[src/rtl/iq_bit_slicer.sv]
// IQ bit slicer: hard-decides averaged I/Q symbols, hunts for a sync byte, then
// assembles a fixed-length payload into bytes with a weak-bit quality count.
module iq_bit_slicer #(
    parameter int         NBITS       = 32,
    parameter int         THRESH      = 1024,
    parameter logic [7:0] SYNC        = 8'h7E,
    parameter int         FRAME_BYTES = 16
) (
    input  logic             clk,
    input  logic             rst,
    input  logic [NBITS-1:0] avg_i,
    input  logic [NBITS-1:0] avg_q,
    input  logic             avg_valid,
    output logic [7:0]       byte_out,
    output logic             byte_valid,
    input  logic             byte_ready,
    output logic             frame_done,
    output logic [7:0]       weak_count,
    output logic             overflow,
    output logic             in_frame
);

    typedef enum logic {HUNT = 1'b0, DATA = 1'b1} state_t;

    localparam logic [NBITS:0] THRESH_W  = (NBITS + 1)'(THRESH);
    localparam logic [7:0]     LAST_BYTE = 8'(FRAME_BYTES - 1);

    // One extra bit so the most negative input maps to +2^(NBITS-1) exactly.
    function automatic logic [NBITS:0] magnitude(input logic [NBITS-1:0] v);
        logic [NBITS:0] ext;
        ext = {v[NBITS-1], v};
        if (v[NBITS-1]) begin
            magnitude = ~ext + {{NBITS{1'b0}}, 1'b1};
        end else begin
            magnitude = ext;
        end
    endfunction

    state_t         state_r, state_s;
    logic [7:0]     hist_r, hist_s;
    logic [7:0]     shreg_r, shreg_s;
    logic [2:0]     bit_cnt_r, bit_cnt_s;
    logic [7:0]     byte_cnt_r, byte_cnt_s;
    logic [7:0]     weak_work_r, weak_work_s;
    logic [7:0]     weak_count_s;
    logic           done_s;
    logic           byte_done_s;
    logic [NBITS:0] abs_i_s, abs_q_s;
    logic           bit_s, weak_s;
    logic           load_s, drop_s, valid_s;

    assign abs_i_s = magnitude(avg_i);
    assign abs_q_s = magnitude(avg_q);
    assign bit_s   = ~avg_i[NBITS-1];
    assign weak_s  = (abs_i_s < THRESH_W) || (abs_i_s <= abs_q_s);

    // Next-state: sync hunt, payload assembly, weak counting and frame end.
    always_comb begin
        state_s      = state_r;
        hist_s       = hist_r;
        shreg_s      = shreg_r;
        bit_cnt_s    = bit_cnt_r;
        byte_cnt_s   = byte_cnt_r;
        weak_work_s  = weak_work_r;
        weak_count_s = weak_count;
        done_s       = 1'b0;
        byte_done_s  = 1'b0;
        case (state_r)
            HUNT: begin
                if (avg_valid) begin
                    hist_s = {hist_r[6:0], bit_s};
                    if (hist_s == SYNC) begin
                        state_s     = DATA;
                        bit_cnt_s   = 3'd0;
                        byte_cnt_s  = 8'd0;
                        weak_work_s = 8'd0;
                    end else begin
                        state_s = HUNT;
                    end
                end else begin
                    state_s = HUNT;
                end
            end
            DATA: begin
                if (avg_valid) begin
                    shreg_s = {shreg_r[6:0], bit_s};
                    if (weak_s && (weak_work_r != 8'hFF)) begin
                        weak_work_s = weak_work_r + 8'd1;
                    end else begin
                        weak_work_s = weak_work_r;
                    end
                    if (bit_cnt_r == 3'd7) begin
                        byte_done_s = 1'b1;
                        bit_cnt_s   = 3'd0;
                        byte_cnt_s  = byte_cnt_r + 8'd1;
                        // Dropped bytes still advance byte_cnt, so the frame length is fixed.
                        if (byte_cnt_r == LAST_BYTE) begin
                            done_s       = 1'b1;
                            weak_count_s = weak_work_s;
                            hist_s       = 8'd0;
                            state_s      = HUNT;
                        end else begin
                            state_s = DATA;
                        end
                    end else begin
                        bit_cnt_s = bit_cnt_r + 3'd1;
                    end
                end else begin
                    state_s = DATA;
                end
            end
            default: begin
                state_s = HUNT;
            end
        endcase
    end

    // Output handshake: a completed byte loads only into a free or draining slot.
    always_comb begin
        load_s = byte_done_s && (!byte_valid || byte_ready);
        drop_s = byte_done_s && byte_valid && !byte_ready;
        if (load_s) begin
            valid_s = 1'b1;
        end else if (byte_ready) begin
            valid_s = 1'b0;
        end else begin
            valid_s = byte_valid;
        end
    end

    // State and output registers.
    always_ff @(posedge clk) begin
        if (rst) begin
            state_r     <= HUNT;
            hist_r      <= 8'd0;
            shreg_r     <= 8'd0;
            bit_cnt_r   <= 3'd0;
            byte_cnt_r  <= 8'd0;
            weak_work_r <= 8'd0;
            byte_out    <= 8'd0;
            byte_valid  <= 1'b0;
            frame_done  <= 1'b0;
            weak_count  <= 8'd0;
            overflow    <= 1'b0;
            in_frame    <= 1'b0;
        end else begin
            state_r     <= state_s;
            hist_r      <= hist_s;
            shreg_r     <= shreg_s;
            bit_cnt_r   <= bit_cnt_s;
            byte_cnt_r  <= byte_cnt_s;
            weak_work_r <= weak_work_s;
            byte_valid  <= valid_s;
            frame_done  <= done_s;
            weak_count  <= weak_count_s;
            overflow    <= overflow | drop_s;
            in_frame    <= (state_s == DATA);
            if (load_s) begin
                byte_out <= shreg_s;
            end
        end
    end

endmodule

[config.mk]
export PLATFORM = sky130hd
export DESIGN_NAME = iq_bit_slicer
export DESIGN_NICKNAME = d
export VERILOG_FILES = /design/src/rtl/iq_bit_slicer.sv
export SDC_FILE = /design/constraint.sdc
export NUM_CORES = 1
export LEC_CHECK = 0
export ABC_AREA = 1
export ABC_CLOCK_PERIOD_IN_PS = 4900
export CAP_MARGIN = 20
export CORE_MARGIN = 10
export CORE_UTILIZATION = 55
export CTS_CLUSTER_DIAMETER = 30
export DETAILED_ROUTE_END_ITERATION = 12
export MAX_ROUTING_LAYER = met4
export PLACE_DENSITY = 0.93
export SLEW_MARGIN = 30
export SYNTH_ARGS = -nofsm -noshare
export SYNTH_HDL_FRONTEND = slang
export SYNTH_SLANG_ARGS = --single-unit
[constraint.sdc]
create_clock -name clk -period 4.9 [get_ports clk]
set_clock_uncertainty 0.15 [all_clocks]
set_input_delay 1.225 -clock clk [delete_from_list [all_inputs] [get_ports clk]]
set_output_delay 1.225 -clock clk [all_outputs]
set_load 0.01 [all_outputs]
==> impl_results.md <==
* Outcome: complete, no violations
* Seq/Total Area, Yosys at between 20% and 30%
* Synthesis Warnings at 0
* P&R area growth vs syn at 34.1%
* Row count at 35
* Worst EP arrival at 4.92 ns
* Synth top area share at a little over a fifth
* Reg clk slew, reported paths at 0.10 ns
* Fin crit share at 98.4%
* Top_reg_cell synth: dfxtp_1
* Mapped Area at about 5100 um2
* Syn Nets at 947
* Pin count of the biggest net entering global routing at 48
* Period minus WS final at just under 5 ns
* Required @ worst endpoint at 5.00 ns
* Synth area leader: dfxtp_1
* Antenna viol nets, final at 0
* GP Congestion at 0.963
* Post-Synthesis Cells at between 800 and 900
* Share of flip-flops with an asynchronous set or reset at 0%
* Placed insts at 1057
* Met2 Routed Length at slightly above 8000 um
* H-tree levels at 2
* Die Height at roughly 120 um
* Layout cell share with drive strength beyond 1 at 16.6%
* Initial core utilization at 56.0%
* Synth cell types at 40
* Setup crit start kind: input port
* Clock latency on the worst-skew pair at 0.32 ns
* Final setup vio count at 0
* Pwr dens at 166 nW/um2
* Number of synthesized flops with an enable pin at 0
* Vias at 5996
* VDD IR max at 122 uV
* # diodes at 0
* Final Hold Fails at 0
* GRT Residual Overflow at 0
* Seq cells post-synth at 54
* Pleak at 3.27 nW
* Core ar. at 9150 um2
* Worst path slowest cell: ha_4
* Residual DRC at 0
* Cts bufs inserted at 5
* Die ar. at 13600 um2
* Maxcap violations at 0
* Fin. max-slew vios at 0
* Dpl hpwl at 11500 um
* Clock Root Buffer: clkbuf_8
* Unrepaired setup endpoints after global routing: yes
* Syn_area_per_cell at 6.11 um2
* Actual slew at the worst max-slew pin at 0.632 ns
* CTS Sinks at 54
* Initial antenna violation count at 0
* Vias per std cell at about 5.6
* Total wire length at 16500 um
* F_max at 0.207 GHz
* Gr usage total at between 20% and 30%
* Slew headroom at 57.6%
* Hold_buf cts at 0
* IO buf count at 87
* 1st-iter DRT viols at between 500 and 600
* CTS tree: built
* Crit-path max cell delay at 0.29 ns
* Num ports at 88
* Met3 routed WL at 1080 um
* Most common cell on crit path: nand2_4
* Final cell count without fillers at 1080
* Largest cells by area after synthesis: dfxtp_1 (21%), nand2_1 (16%), ha_1 (9.5%)
* Min Hold Slack at 0.309 ns
* Commonest cells in the synthesized netlist: nand2_1 (224), inv_1 (118), nor2_1 (109)
* Max layer used: met4
* First-pass GRT wire length at approximately 24000 um
* Hold WC Path Type: reg -> reg
* Metal-1 WL at 6650 um
* Maximum fanout along the worst path at 8
* DR WL/cell at 15.3 um
* Number of global-route vias before repair at 5524
* Clock Path Buffers at 2
* Cell with the most instances after synthesis: nand2_1
* Kind of critical path: in -> reg
* Fin nets at 1075
* Die width at 117 um
* CP endpoint kind: register
* DRT Pass-1 Iters at 5
[path summary, 6_finish.rpt]
kind                   from              to  slack (ns)  cells past startpoint
max reg2reg  weak_work_r[0]  weak_work_r[2]        2.39                      9
max                avg_q[1]  weak_work_r[2]        0.08                     30
min           weak_count[3]   weak_count[3]        0.31                      2
min reg2reg   weak_count[3]   weak_count[3]        0.31                      2
[cell type report]
cell class                      count  area [um2]
Multi-Input combinational cell    647        3800
Inverter                          124         470
Timing Repair Buffer              136        1290
Sequential cell                    54        1080
Tap cell                          111         139
Clock inverter                      2        17.5
Fill cell                         600        2270
Clock buffer                        6        82.6
[sequential cells by signal, indices dropped and copies added, names as in the netlist]
signal	flops
shreg_r	8
weak_count	8
overflow	1
byte_out	8
frame_done	1
byte_valid	1
byte_cnt_r	8
hist_r	7
state_r	1
bit_cnt_r	3
weak_work_r	8
[through the flow]
| step | TNS [ns] | worst slack [ns] | power [mW] | util [%] | area [um2] |
|---|---|---|---|---|---|
| finish | 0 | 0.0801 | 1.14 | 75.1 | 6880 |
| global route | -2.00 | -0.192 | 1.20 | 75.1 | 6880 |
| CTS | 0 | 0.00459 | 1.08 | 71.8 | 6570 |
| detailed placement | -7.03 | -0.493 | 0.807 | 69.3 | 6340 |
| global placement | -4.75 | -0.330 | 0.797 | 69.3 | 6340 |
| floorplan | 0 | 0.423 | 0.658 | - | 5130 |
[layer usage]
metal | up-vias | global-route usage (%)
met5 | - | -
met4 | 0 | 7.41
met3 | 75 | 2.67
met2 | 300 | 38.5
met1 | 2683 | 25.8
li1 | 2938 | -
[power by group]
group | internal [mW] | switching (mW) | total (mW)
clock | 0.117 | 0.153 | 0.269
sequential | 0.439 | 0.000706 | 0.440
combinational | 0.185 | 0.246 | 0.432
total | 0.741 | 0.400 | 1.14
[cell usage in the layout, fill, tap and decap left out, types with 7 or more instances in the layout]
master / synthesis / final
nand3_2: 6 / 9
o21ai_0: 32 / 29
nor2_1: 109 / 99
a21oi_1: 39 / 37
a211oi_1: 10 / 10
inv_2: 5 / 7
nand2_2: 12 / 24
nor3_1: 13 / 11
dfxtp_1: 54 / 54
nand3_1: 54 / 50
inv_1: 118 / 114
nand3b_1: 9 / 9
nand2_4: 2 / 12
a21oi_2: 7 / 9
buf_4: 1 / 45
nor2_2: 6 / 12
nand2_1: 224 / 202
ha_1: 39 / 36
nand4_1: 14 / 14
xor2_1: 35 / 35
nor2_4: 7 / 11
clkdlybuf4s50_1: 0 / 79
[cell families after synthesis]
logic type | share of synthesized area, %
AOI/OAI and AO/OA | 11.0
xor gates and xnor gates | 7.00
adders and majority gates | 9.51
buffers and inverters | 10.5
DFF | 21.1
other | 0.146
and+or+nand+nor | 40.8
[repair_timing]
action	CTS	global route
resized for setup	23	68
hold endpoints to repair	0	0
pin swaps	19	45
endpoints found under the setup margin	16	16
setup buffers	5	10
gates cloned	1	0
[worst max-delay path, delay by kind of cell]
kind                     cells  cell delay [ns]
AND/OR/NAND/NOR             16             1.82
buffers and inverters        7             0.67
AO/OA/AOI/OAI                4             0.59
adder cells (fa/ha/maj)      2             0.41
XOR/XNOR                     1             0.20
No activity file was read; power rests on OpenSTA's default activity.
